$ cat src/rtl/hs32_pkg.sv
// Shared constants for the hs32 memory arbiter: FSM state encodings and port-select codes.
package hs32_pkg;

    localparam logic [1:0] ARB_IDLE   = 2'd0;
    localparam logic [1:0] ARB_BUSY_F = 2'd1;
    localparam logic [1:0] ARB_BUSY_E = 2'd2;
    localparam logic [1:0] ARB_RESP   = 2'd3;

    localparam logic SEL_FETCH = 1'b0;
    localparam logic SEL_EXEC  = 1'b1;

endpackage

$ cat src/rtl/hs32_arb_select.sv
// Priority selector between fetch and execute requests.
// HS32_ARB_RR_EN adds a toggling priority pointer; otherwise execute always wins.
module hs32_arb_select
    import hs32_pkg::*;
(
`ifdef HS32_ARB_RR_EN
    input  logic clk,
    input  logic reset,
`endif
    input  logic grant_en,
    input  logic f_req,
    input  logic e_req,
    output logic gnt_valid,
    output logic gnt_sel
);

    assign gnt_valid = grant_en && (f_req || e_req);

`ifdef HS32_ARB_RR_EN
    logic ptr_q;
    logic ptr_d;

    always_comb begin
        ptr_d = ptr_q;
        if (gnt_valid) begin
            ptr_d = ~ptr_q;
        end
    end

    always_ff @(posedge clk) begin
        if (reset) begin
            ptr_q <= SEL_EXEC;
        end else begin
            ptr_q <= ptr_d;
        end
    end

    // The pointer only matters when both ports compete.
    assign gnt_sel = (f_req && e_req) ? ptr_q : (e_req ? SEL_EXEC : SEL_FETCH);
`else
    assign gnt_sel = e_req ? SEL_EXEC : SEL_FETCH;
`endif

endmodule

$ cat src/rtl/hs32_mem_arbiter.sv
// Two-initiator (fetch/execute) memory arbiter: one transaction at a time onto an SRAM-style bus.
// Optional macro HS32_ARB_RR_EN selects round-robin instead of execute-first priority.
module hs32_mem_arbiter
    import hs32_pkg::*;
#(
    parameter int AW = 32,
    parameter int DW = 32
) (
    input  logic          clk,
    input  logic          reset,
    input  logic [AW-1:0] f_addr,
    input  logic          f_req,
    output logic [DW-1:0] f_dtr,
    output logic          f_rdy,
    input  logic [AW-1:0] e_addr,
    input  logic [DW-1:0] e_dtw,
    input  logic          e_rw,
    input  logic          e_req,
    output logic [DW-1:0] e_dtr,
    output logic          e_rdy,
    output logic [AW-1:0] m_addr,
    output logic [DW-1:0] m_dtw,
    output logic          m_rw,
    output logic          m_val,
    input  logic [DW-1:0] m_dtr,
    input  logic          m_rdy
);

    logic [1:0]    state_q, state_d;
    logic          sel_q, sel_d;
    logic [AW-1:0] m_addr_q, m_addr_d;
    logic [DW-1:0] m_dtw_q, m_dtw_d;
    logic          m_rw_q, m_rw_d;
    logic          m_val_q, m_val_d;
    logic [DW-1:0] f_dtr_q, f_dtr_d;
    logic [DW-1:0] e_dtr_q, e_dtr_d;
    logic          gnt_valid;
    logic          gnt_sel;

    hs32_arb_select u_select (
`ifdef HS32_ARB_RR_EN
        .clk       (clk),
        .reset     (reset),
`endif
        .grant_en  (state_q == ARB_IDLE),
        .f_req     (f_req),
        .e_req     (e_req),
        .gnt_valid (gnt_valid),
        .gnt_sel   (gnt_sel)
    );

    always_comb begin
        state_d  = state_q;
        sel_d    = sel_q;
        m_addr_d = m_addr_q;
        m_dtw_d  = m_dtw_q;
        m_rw_d   = m_rw_q;
        m_val_d  = m_val_q;
        f_dtr_d  = f_dtr_q;
        e_dtr_d  = e_dtr_q;
        case (state_q)
            ARB_IDLE: begin
                if (gnt_valid) begin
                    sel_d   = gnt_sel;
                    m_val_d = 1'b1;
                    if (gnt_sel == SEL_EXEC) begin
                        m_addr_d = e_addr;
                        m_dtw_d  = e_dtw;
                        m_rw_d   = e_rw;
                        state_d  = ARB_BUSY_E;
                    end else begin
                        m_addr_d = f_addr;
                        m_rw_d   = 1'b0;
                        state_d  = ARB_BUSY_F;
                    end
                end
            end
            ARB_BUSY_F, ARB_BUSY_E: begin
                if (m_rdy) begin
                    m_val_d = 1'b0;
                    state_d = ARB_RESP;
                    if (!m_rw_q) begin
                        if (state_q == ARB_BUSY_E) begin
                            e_dtr_d = m_dtr;
                        end else begin
                            f_dtr_d = m_dtr;
                        end
                    end
                end
            end
            default: begin
                // Never re-arbitrate here: the initiator moves its address on this edge.
                state_d = ARB_IDLE;
            end
        endcase
    end

    always_ff @(posedge clk) begin
        if (reset) begin
            state_q  <= ARB_IDLE;
            sel_q    <= SEL_EXEC;
            m_addr_q <= '0;
            m_dtw_q  <= '0;
            m_rw_q   <= 1'b0;
            m_val_q  <= 1'b0;
            f_dtr_q  <= '0;
            e_dtr_q  <= '0;
        end else begin
            state_q  <= state_d;
            sel_q    <= sel_d;
            m_addr_q <= m_addr_d;
            m_dtw_q  <= m_dtw_d;
            m_rw_q   <= m_rw_d;
            m_val_q  <= m_val_d;
            f_dtr_q  <= f_dtr_d;
            e_dtr_q  <= e_dtr_d;
        end
    end

    // A withdrawn request in RESP suppresses the pulse; the data was still captured.
    assign f_rdy  = (state_q == ARB_RESP) && (sel_q == SEL_FETCH) && f_req;
    assign e_rdy  = (state_q == ARB_RESP) && (sel_q == SEL_EXEC) && e_req;
    assign f_dtr  = f_dtr_q;
    assign e_dtr  = e_dtr_q;
    assign m_addr = m_addr_q;
    assign m_dtw  = m_dtw_q;
    assign m_rw   = m_rw_q;
    assign m_val  = m_val_q;

endmodule

$ cat config.mk
export PLATFORM = sky130hd
export DESIGN_NAME = hs32_mem_arbiter
export DESIGN_NICKNAME = d
export VERILOG_FILES = /design/src/rtl/hs32_pkg.sv /design/src/rtl/hs32_arb_select.sv /design/src/rtl/hs32_mem_arbiter.sv
export SDC_FILE = /design/constraint.sdc
export NUM_CORES = 1
export LEC_CHECK = 0
export ABC_AREA = 1
export BUFFER_PORTS_ARGS = -buffer_cell sky130_fd_sc_hd__clkbuf_2
export CORE_ASPECT_RATIO = 0.6
export CORE_MARGIN = 2
export CORE_UTILIZATION = 46
export CTS_CLUSTER_DIAMETER = 200
export DETAILED_ROUTE_END_ITERATION = 10
export PLACE_DENSITY = 0.8
export SYNTH_ARGS = -nofsm -noshare
export SYNTH_HDL_FRONTEND = slang
export SYNTH_SLANG_ARGS = --single-unit
$ cat constraint.sdc
create_clock -name clk -period 1.4 [get_ports clk]
set_input_delay 0.07 -clock clk [delete_from_list [all_inputs] [get_ports clk]]
set_output_delay 0.07 -clock clk [all_outputs]
set_load 0.02 [all_outputs]
=== Word-level counts from Yosys, hierarchy flattened ===
Index checks and enable logic that the tools add are counted.

* Eq/ne operators: 5
* Mux-type cells: 10
* Bitwise operators: 3
* Reduce and logical (&&, ||, !) cells: 15

{| class="wikitable"
|+ Operators by type and width
! kind !! count
|-
| two-way mux 32 bit || 1
|-
| AND reduction 4 bit || 2
|-
| two-way mux 2 bit || 3
|-
| AND reduction 3 bit || 2
|-
| logical AND 1 bit || 5
|-
| equality test 2 bit (second input constant) || 2
|-
| two-way mux 1 bit || 4
|-
| inequality test 2 bit (second input constant) || 2
|-
| case mux 2 bit (2 select lines) || 1
|-
| AND reduction 2 bit || 2
|-
| NOT 1 bit || 3
|-
| equality test 2 x 1 -> 1 bit (second input constant) || 1
|-
| zero test 2 bit || 1
|-
| case mux 1 bit (2 select lines) || 1
|-
| nonzero test 2 bit || 1
|-
| OR reduction 2 bit || 1
|-
| logical OR 1 bit || 1
|}

* Register bits: 133
* Input bits: 134
* Output and inout port bits: 132
* Word-level logic and storage cells: 41

=== Depth between registers and ports, before layout ===
Gate-level depths: netlist of the first run.

* Word-level depth: 4
* Gate-level depth with buffers: 9
* Mapped depth without buffers: 8

=== Hierarchy ===
From an unflattened synthesis of the first run, not the netlist that was laid out.

* Cell total of the unflattened synthesis: 682
* Area, all modules: 5261.3 µm²

{| class="wikitable"
|+ Modules (own cells, without submodules)
! module !! instances !! cells an instance !! area each (µm²) !! seq. area each (µm²)
|-
| hs32_mem_arbiter || 1 || 678 || 5242.5 || 2662.6
|-
| hs32_arb_select || 1 || 4 || 18.8 || 0.0
|}

=== Worst setup path before layout of the first run ===
OpenSTA, ideal clock, no wires.

* Path kind: reg-to-reg
* From: register state_q[1]
* To: register f_dtr_q[16] (netlist: f_dtr[16])
* Setup time: 0.116 ns
* Arrival time: 1.182 ns
* Data required time: 1.284 ns
* Setup slack: 0.102 ns
* Stages on the path, launching flop included: 9
* Buffers on the path: 1
* Clock period less this slack: 1.298 ns
* Path through: dfxtp_1 > inv_1 > ha_1 > nand2_1 > inv_1 > nand2_2 > buf_2 > o21ai_0 > nor2_1

* Cells in the longest elaborated chain, start to end: 3
* Elaborated cells between the ends (all ways): 5
* Those cells by class: eq/ne (2); bitwise (1); reduce/logical (2)

{| class="wikitable"
|+ Ends and longest elaborated chain
! element !! RTL line !! source
|-
| from (decl) || hs32_mem_arbiter.sv:29 || <nowiki>logic [1:0] state_q, state_d;</nowiki>
|-
| from (signal assigned) || hs32_mem_arbiter.sv:109 || <nowiki>state_q <= state_d;</nowiki>
|-
| equality test 2 bit / equality test 2 x 1 -> 1 bit (equally long branches) || hs32_mem_arbiter.sv:61, hs32_mem_arbiter.sv:83 ||
|-
| OR reduction 2 bit / NOT 1 bit (equally long branches) || - ||
|-
| AND reduction 4 bit (no line) * || - ||
|-
| to (signal assigned) || hs32_mem_arbiter.sv:115 || <nowiki>f_dtr_q <= f_dtr_d;</nowiki>
|-
| to (decl) || hs32_mem_arbiter.sv:35 || <nowiki>logic [DW-1:0] f_dtr_q, f_dtr_d;</nowiki>
|}

Mark *: on every way between the ends. The rest lies on a longest branch, timed or not.
A chain may end at the register's enable or synchronous reset.

=== Final worst setup path of the first run ===
* From: register state_q[1]
* To: register f_dtr_q[12] (netlist: f_dtr[12])

The elaborated chain is that of the path after synthesis.

==> impl_metrics.toml, run 1 <==
[cts]
ctsRootBufferMaster = "clkbuf_16"
cts_tree = "built"
clock_path_buffers = 2
clock_latency_ns = 0.41
cts_buffers = 17
clock_sinks = 133
path_clk_slew_ns = 0.06
htree_levels = 4

[timing]
rsz0062_at_grt = "yes"
min_period_ns = 1.50
hold_slack_ns = 0.00999
fin_worst_skew_ns = 0.00865
finalCritPeriodShare_pct = 107
fin_ws_ns = -0.0958
worst_pin_slew_ns = 0.349
setup_viol = 5
drv_slew = 0
hold_viol_final = 0
fmax_mhz = 669
setup_tns_ns = -0.227
relSlewSlack_pct = 76.7

[route]
viasPerCell = 5.02
routed.top_layer = "met4"
drt_iter0_drc = 331
totalWireLength_mm = 17.9
drt-met1-wl_mm = 7.42
drc_errors = 0
vias = 6063
wl_per_cell_um = 14.8
drtAntennaViolNets = 0
wl_met2_mm = 8.63
dr.pass1.iters = 5
route.met3.wl_mm = 1.40

[floorplanning]
core_um2 = 11300
num_rows = 30
start_util_pct = 47.1
pin_count = 266
die_x_um = 143
dieHeight_um = 87.2
fp.dieArea_um2 = 12400

[yosys]
synth_top_cells_by_area = "dfxtp_1 (50%), nor2_1 (12%), o21ai_0 (8.5%)"
synth_top_cell_area_share_pct = 50.2
synth_cell_types = 23
ys_top_cells_by_count = "nor2_1 (168), dfxtp_1 (133), nand2_1 (110)"
yosys_warnings = 0
synthFlopType = "dfxtp_1"
async_flop_share_pct = 0
yosysMostFrequentCell = "nor2_1"
synth_area_leader_cell = "dfxtp_1"
synthCells = 712
avgSynthCellArea_um2 = 7.45
syn_area_um2 = 5300
ys_ff_latch = 133
synth_nets = 849
synth-seq-area-share_pct = 50.2
synth_edf_count = 0

[finish]
n_fill_cell = 784
final_cells = 1208
multiInputGateArea_um2 = 2320
register_area_um2 = 2670
layout-drive-gt1-share_pct = 34.8
diodes = 0
synthToLayoutAreaGrowth_pct = 59.2
utilization_pct = 75.0
nets = 1189
stdcell_area_um2 = 8440

[power_and_ir_drop]
leakagePower_nw = 4.10
p_per_area_nw_per_um2 = 2160
total_power_mw = 18.2
vdd_drop_max_mv = 1.17

[global_routing]
gr-total-overflow = 0
antenna_found_initial = 0
grt_pass1_wl_mm = 25.9
grt_usage_pct = 26.1
grt_max_degree = 45
grt_pass1_vias = 5437

[setup_path]
critical_path_buf_inv_count = 2
start_kind = "flip-flop"
cp.arrival_ns = 1.80
crit_cells = 7
r2r_setup_slack_ns = -0.1
reg2reg_to = "f_dtr[12]$_SDFFE_PP0P_"
max_stage_delay_ns = 0.33
r2r_cells = 7
cp-endpoint = "f_dtr[12]$_SDFFE_PP0P_"
crit_path_end_kind = "flip-flop"
cp.required_ns = 1.70
crit_start = "state_q[1]$_SDFFE_PP0P_"
path_delay_family = "simple AND/OR/NAND/NOR gates"
r2r-start = "state_q[1]$_SDFFE_PP0P_"
cp_max_fo = 4
path_cells = "buf_4 -> ha_4 -> nor2_4 -> nand2_4 -> clkbuf_16 -> o21ai_1 -> nor2_1"
cpMaxStageDelayCell = "dfxtp_2"
crit_type = "reg -> reg"

[outcome]
violations = "negative setup slack"
run_status = "finished, violations left"

[flow_run]
drv_cap = 0

[placed_design]
dp_slack_ns = -0.238
dpl.hpwl_mm = 10.3
io_buffers = 265
dpl.cell_count = 1091
placed_cell_area_um2 = 6710
routabilityCongestion = 0.796

[worst_hold_path]
min_from = "f_addr[20]"
hold_path_class = "in -> reg"
==> kinds of logic after synthesis <==
group,Yosys count,synth area share (%)
AO/OA/AOI/OAI,195,18.5
buffers and inverters,94,9.29
flip-flops,133,50.2
adder cells (fa/ha/maj),3,0.708
AND/OR/NAND/NOR,287,21.3
==> worst register-to-register path, stage by stage, from the launching register on <==
cell and delay, ns:
dfxtp_2 0.33, buf_4 0.14, ha_4 0.16, nor2_4 0.18
nand2_4 0.17, clkbuf_16 0.20, o21ai_1 0.15, nor2_1 0.06
==> worst min-delay path by stage <==
| stage | endpoint | depth (start not counted) |
|---|---|---|
| 5_1_grt | m_addr[19]$_SDFFE_PP0P_ | 5 |
| 3_3_place_gp | m_rw$_SDFFE_PP0P_ | 2 |
| 6_report | m_addr[20]$_SDFFE_PP0P_ | 5 |
| 2_1_floorplan | m_rw$_SDFFE_PP0P_ | 1 |
| 4_1_cts | m_addr[8]$_SDFFE_PP0P_ | 5 |
| 3_5_place_dp | m_rw$_SDFFE_PP0P_ | 2 |
==> where the power goes <==
part | internal [mW] | leakage, nW | switching, mW
sequential | 4.98 | 1.10 | 0.668
clock | 2.82 | 0.292 | 1.73
combinational | 3.03 | 2.71 | 5.00
==> metal layers <==
| layer | vias to the layer above | global-route usage, % |
|---|---|---|
| met1 | 2767 | 31.3 |
| met2 | 279 | 45.4 |
| met5 | - | 0 |
| li1 | 2975 | - |
| met4 | 0 | 8.37 |
| met3 | 42 | 8.14 |
==> cell type report <==
cell class              instances  area share, %
clock buffers                  17           5.04
clock inverters                14           2.12
inverters                      45           2.28
multi-input cells             486           27.5
flip-flops and latches        133           31.6
well taps                     144           2.13
repair buffers                367           29.1
repair inverters                2          0.207
==> layout by cell type (no fill, tap or decap), types with 2 or more instances in the layout <==
master,n
dfxtp_2,2
o21ai_0,61
buf_4,13
o21ai_1,47
clkinvlp_4,2
clkinv_4,4
nand2_4,3
clkbuf_2,263
clkbuf_16,20
nor2_1,163
inv_2,4
bufinv_16,3
nand2_1,109
nand3_1,3
nand2_8,3
o21ai_2,19
dfxtp_1,131
a21oi_1,66
inv_8,2
inv_6,4
nor2_2,4
inv_1,37
clkinv_2,3
buf_12,7
ha_4,3
dlygate4sd3_1,77
==> what timing repair did <==
| action | 4_1_cts | 5_1_grt |
|---|---|---|
| endpoints found under the hold margin | 104 | 0 |
| resized for setup | 33 | 54 |
| setup buffers | 1 | 1 |
| pin swaps | 4 | 7 |
| hold buffers | 77 | 0 |
| cloned | 1 | 6 |
| endpoints found under the setup margin | 67 | 57 |
==> flip-flops by register name, summed over array words and instances, names as in the netlist <==
| signal | count |
|---|---|
| f_dtr | 32 |
| sel_q | 1 |
| m_rw | 1 |
| state_q | 2 |
| m_dtw | 32 |
| m_val | 1 |
| e_dtr | 32 |
| m_addr | 32 |
No activity file was read; power rests on OpenSTA's default activity.
==> run 2, diff against run 1 <==
Settings changed: MAX_ROUTING_LAYER set to met4.
==> impl_metrics.toml, run 2 (synthesized netlist as in run 1, its figures left out) <==
[timing]
setup_viol = 6
rsz0062_at_grt = "yes"
worst_pin_slew_ns = 0.367
hold_slack_ns = 0.00904
drv_slew = 0
fin_worst_skew_ns = 0.00929
min_period_ns = 1.49
hold_viol_final = 0
setup_tns_ns = -0.213
fmax_mhz = 670
finalCritPeriodShare_pct = 107
fin_ws_ns = -0.0921
relSlewSlack_pct = 75.5

[setup_path]
r2r_setup_slack_ns = -0.09
path_cells = "buf_4 -> ha_4 -> nor2_4 -> nand2_4 -> clkbuf_16 -> o21ai_1 -> nor2_1"
cp_max_fo = 4
cp.required_ns = 1.70
max_stage_delay_ns = 0.33
cpMaxStageDelayCell = "dfxtp_2"
r2r_cells = 7
crit_path_end_kind = "flip-flop"
r2r-start = "state_q[1]$_SDFFE_PP0P_"
cp.arrival_ns = 1.79
reg2reg_to = "f_dtr[12]$_SDFFE_PP0P_"
start_kind = "flip-flop"
crit_type = "reg -> reg"

[finish]
utilization_pct = 74.9
layout_common_cells = "clkbuf_2 (263), nor2_1 (164), dfxtp_1 (131)"
synthToLayoutAreaGrowth_pct = 59.0
nets = 1189
multiInputGateArea_um2 = 2320
n_fill_cell = 793
stdcell_area_um2 = 8440
final_common_cell = "clkbuf_2"
register_area_um2 = 2670
layout-drive-gt1-share_pct = 34.6
diodes = 0

[route]
drtAntennaViolNets = 0
totalWireLength_mm = 17.8
viasPerCell = 5.05
vias = 6102
dr.pass1.iters = 4
drc_errors = 0
wl_per_cell_um = 14.8
drt_iter0_drc = 310

[cts]
clock_path_buffers = 2
clock_sinks = 133
ctsRootBufferMaster = "clkbuf_16"
clock_latency_ns = 0.41
cts_tree = "built"
htree_levels = 4
path_clk_slew_ns = 0.06
cts_buffers = 17

[floorplanning]
die_x_um = 143
fp.dieArea_um2 = 12400
pin_count = 266
core_um2 = 11300
start_util_pct = 47.1
num_rows = 30
dieHeight_um = 87.2

[power_and_ir_drop]
p_per_area_nw_per_um2 = 2160
vdd_drop_max_mv = 1.16
leakagePower_nw = 4.09
total_power_mw = 18.2

[worst_hold_path]
hold_path_class = "in -> reg"
min_path_cells = 5
min_from = "f_addr[20]"
min_to = "m_addr[20]$_SDFFE_PP0P_"

[placed_design]
routabilityCongestion = 0.807
io_buffers = 265
placed_cell_area_um2 = 6710
dpl.hpwl_mm = 10.3

[outcome]
violations = "negative setup slack"
run_status = "finished, violations left"

[global_routing]
grt_max_degree = 45
antenna_found_initial = 0
gr-total-overflow = 0
grt_pass1_wl_mm = 25.9
grt_usage_pct = 27.0
grt_pass1_vias = 5431

[flow_run]
drv_cap = 0
-- run 2: cell counts in the layout (fill, tap and decap cells not counted) --
Identical to the previous run, type by type.
-- run 2: final cells by class --
cell class | count | share of cell area [%]
flip-flops and latches | 133 | 31.6
repair inverters | 2 | 0.208
multi-input cells | 486 | 27.5
clock buffers | 17 | 5.04
inverters | 45 | 2.28
well taps | 144 | 2.14
repair buffers | 367 | 29.1
clock inverters | 14 | 2.12
-- run 2: worst max-delay path, delay by kind of cell, from the launching register on --
| family | cells | cell delay, ns |
|---|---|---|
| AO/OA/AOI/OAI | 1 | 0.15 |
| adder cells (fa/ha/maj) | 1 | 0.16 |
| buffers and inverters | 2 | 0.33 |
| flip-flops | 1 | 0.33 |
| AND/OR/NAND/NOR | 3 | 0.41 |
-- run 2: routing by layer --
metal	part of all wire, %	up-vias	track usage (%)
met4	2.8	0	7.83
met5	0	-	-
met3	7.5	49	7.64
met1	42	2795	32.0
met2	48	280	45.4
li1	-	2978	-
-- run 2: timing repair --
action / CTS / global route
setup endpoints to repair: 67 / 57
pin swaps: 4 / 7
hold buffers: 77 / 0
resized for setup: 33 / 52
gates cloned: 1 / 6
hold endpoints to repair: 104 / 0
setup buffers: 1 / 1
-- run 2: how the worst max path moves through the flow --
stage / cells past startpoint / to / slack (ns) / start
finish: 7 / f_dtr[12]$_SDFFE_PP0P_ / -0.09 / state_q[1]$_SDFFE_PP0P_
global route: 7 / f_dtr[12]$_SDFFE_PP0P_ / -0.18 / state_q[1]$_SDFFE_PP0P_
CTS: 5 / f_rdy / -0.04 / state_q[1]$_SDFFE_PP0P_
detailed placement: 8 / f_dtr[6]$_SDFFE_PP0P_ / -0.24 / state_q[1]$_SDFFE_PP0P_
global placement: 8 / f_dtr[6]$_SDFFE_PP0P_ / -0.11 / state_q[1]$_SDFFE_PP0P_
floorplan: 8 / f_dtr[16]$_SDFFE_PP0P_ / 0.10 / state_q[1]$_SDFFE_PP0P_
-- run 2: stage by stage --
step | cells | setup slack [ns]
after floorplan | 712 | 0.102
after global placement | 1091 | -0.114
after detailed placement | 1091 | -0.238
after CTS | 1201 | -0.0435
after global routing | 1208 | -0.184
final | 1208 | -0.0921
-- run 2: power breakdown --
| group | switching [mW] | total (mW) | internal, mW |
|---|---|---|---|
| clock network | 1.73 | 4.55 | 2.82 |
| registers | 0.658 | 5.63 | 4.98 |
| logic | 4.98 | 8.02 | 3.03 |
==> run 3, diff against run 2 <==
--- a/config.mk
+++ b/config.mk
@@ -10,9 +10,10 @@
 export CORE_ASPECT_RATIO = 0.6
 export CORE_MARGIN = 2
-export CORE_UTILIZATION = 46
+export CORE_UTILIZATION = 47
+export CTS_BUF_LIST = sky130_fd_sc_hd__clkbuf_2 sky130_fd_sc_hd__clkbuf_4 sky130_fd_sc_hd__clkbuf_8
 export CTS_CLUSTER_DIAMETER = 200
 export DETAILED_ROUTE_END_ITERATION = 10
 export MAX_ROUTING_LAYER = met4
-export PLACE_DENSITY = 0.8
+export PLACE_DENSITY = 0.82
 export SYNTH_ARGS = -nofsm -noshare
 export SYNTH_HDL_FRONTEND = slang
==> constraint.sdc (replaced) <==
create_clock -name clk -period 1.4 [get_ports clk]
set_input_delay 0.07 -clock clk [delete_from_list [all_inputs] [get_ports clk]]
set_output_delay 0.07 -clock clk [all_outputs]
set_load 0.01 [all_outputs]
==> impl_metrics.toml, run 3 (synthesized netlist as in run 1, its figures left out) <==
[setup_path]
r2r_setup_slack_ns = -0.04
cpMaxStageDelayCell = "dfxtp_2"
max_stage_delay_ns = 0.34
cp_max_fo = 8
start_kind = "flip-flop"
r2r-start = "state_q[1]$_SDFFE_PP0P_"
cp.arrival_ns = 1.75
path_cells = "inv_1 -> ha_4 -> nand2_1 -> inv_2 -> nand2_8 -> buf_6 -> o21ai_1 -> nor2_1"
cp.required_ns = 1.71
crit_start = "state_q[1]$_SDFFE_PP0P_"
crit_path_end_kind = "flip-flop"
crit_type = "reg -> reg"

[global_routing]
grt_pass1_vias = 6044
grt_usage_pct = 30.8
grt_max_degree = 47
antenna_found_initial = 0
grt_pass1_wl_mm = 28.9
gr-total-overflow = 0

[route]
drt_iter0_drc = 369
drc_errors = 0
vias = 6276
totalWireLength_mm = 19.8
viasPerCell = 5.05
dr.pass1.iters = 5
drtAntennaViolNets = 0
wl_per_cell_um = 15.9

[floorplanning]
start_util_pct = 49.2
die_x_um = 141
pin_count = 266
dieHeight_um = 86.3
fp.dieArea_um2 = 12200
num_rows = 29
core_um2 = 10800

[cts]
ctsRootBufferMaster = "clkbuf_8"
clock_sinks = 133
clock_path_buffers = 2
clock_latency_ns = 0.43
cts_tree = "built"
cts_buffers = 17
htree_levels = 4
path_clk_slew_ns = 0.07

[timing]
hold_slack_ns = 0.0260
setup_viol = 10
finalCritPeriodShare_pct = 103
fin_worst_skew_ns = 0.0139
hold_viol_final = 0
worst_pin_slew_ns = 0.364
rsz0062_at_grt = "yes"
fin_ws_ns = -0.0421
relSlewSlack_pct = 75.7
fmax_mhz = 693
min_period_ns = 1.44
drv_slew = 0

[power_and_ir_drop]
total_power_mw = 16.1
p_per_area_nw_per_um2 = 1850
vdd_drop_max_mv = 1.20
leakagePower_nw = 4.18

[placed_design]
dpl.cell_count = 1090
dpl.hpwl_mm = 10.5
routabilityCongestion = 0.844
io_buffers = 265

[outcome]
violations = "negative setup slack"
run_status = "finished, violations left"

[finish]
final_cells = 1244
nets = 1231
final_common_cell = "clkbuf_2"
diodes = 0
n_fill_cell = 645
layout_common_cells = "clkbuf_2 (263), nor2_1 (167), dfxtp_1 (131)"
synthToLayoutAreaGrowth_pct = 63.8
layout-drive-gt1-share_pct = 34.7

[worst_hold_path]
hold_path_class = "in -> reg"
min_from = "e_addr[24]"

[flow_run]
drv_cap = 0
-- run 3: cell types whose count changed in the layout (fill, tap and decap cells not counted), moves of 13 or more --
| cell | change |
|---|---|
| a21oi_1 | -13 |
| clkbuf_16 | -17 |
| clkbuf_8 | +17 |
| dlygate4sd3_1 | +41 |
| o21ai_0 | -27 |
| o21ai_1 | +20 |
-- run 3: repair_timing --
item	4_1_cts	5_1_grt
hold endpoints to repair	125	0
setup buffers	0	1
hold buffers	118	0
resized for setup	23	99
cloned	1	4
pin swaps	0	2
setup endpoints to repair	41	126
-- run 3: critical path, delay by kind of cell (launching register included) --
family,cells,cell delay [ns]
fa+ha+maj,1,0.27
flops,1,0.34
simple gates,3,0.21
compound gates,1,0.17
buf+inv,3,0.34
-- run 3: power breakdown --
| group | switching (mW) | leakage [nW] | total, mW | internal (mW) |
|---|---|---|---|---|
| combinational | 4.27 | 2.90 | 7.43 | 3.16 |
| clock | 1.49 | 0.187 | 3.04 | 1.56 |
| sequential | 0.660 | 1.10 | 5.63 | 4.97 |
-- run 3: through the flow --
step	setup slack, ns	utilization, %	setup TNS [ns]	area (um2)
2_1_floorplan	0.102	-	0	5300
3_3_place_gp	-0.0789	62.7	-2.40	6760
3_5_place_dp	-0.161	62.7	-4.35	6760
4_1_cts	-0.0274	77.9	-0.0606	8400
5_1_grt	-0.137	80.6	-3.47	8690
6_report	-0.0421	80.6	-0.156	8690
-- run 3: path summary, 6_finish.rpt --
path	endpoint	depth (start not counted)
setup / recovery	f_dtr[19]$_SDFFE_PP0P_	8
hold / removal	m_addr[24]$_SDFFE_PP0P_	5
setup reg to reg	f_dtr[19]$_SDFFE_PP0P_	8
hold reg to reg	e_dtr[10]$_SDFFE_PP0P_	2
-- run 3: cell type report --
| type | count | area [um2] | share of cell area [%] |
|---|---|---|---|
| Timing Repair Buffer | 412 | 2930 | 33.8 |
| Sequential cell | 133 | 2670 | 30.7 |
| Multi-Input combinational cell | 485 | 2360 | 27.2 |
| Clock buffer | 17 | 234 | 2.69 |
| Inverter | 45 | 185 | 2.13 |
| Tap cell | 139 | 174 | 2.00 |
| Clock inverter | 13 | 135 | 1.56 |
-- run 3: metal layers --
layer | routed length (um) | global-route usage [%] | up-vias
met2 | 9540 | 53.3 | 327
met4 | 753 | 13.5 | 0
li1 | - | - | 3048
met5 | 0 | - | -
met1 | 7910 | 34.2 | 2829
met3 | 1550 | 7.96 | 72
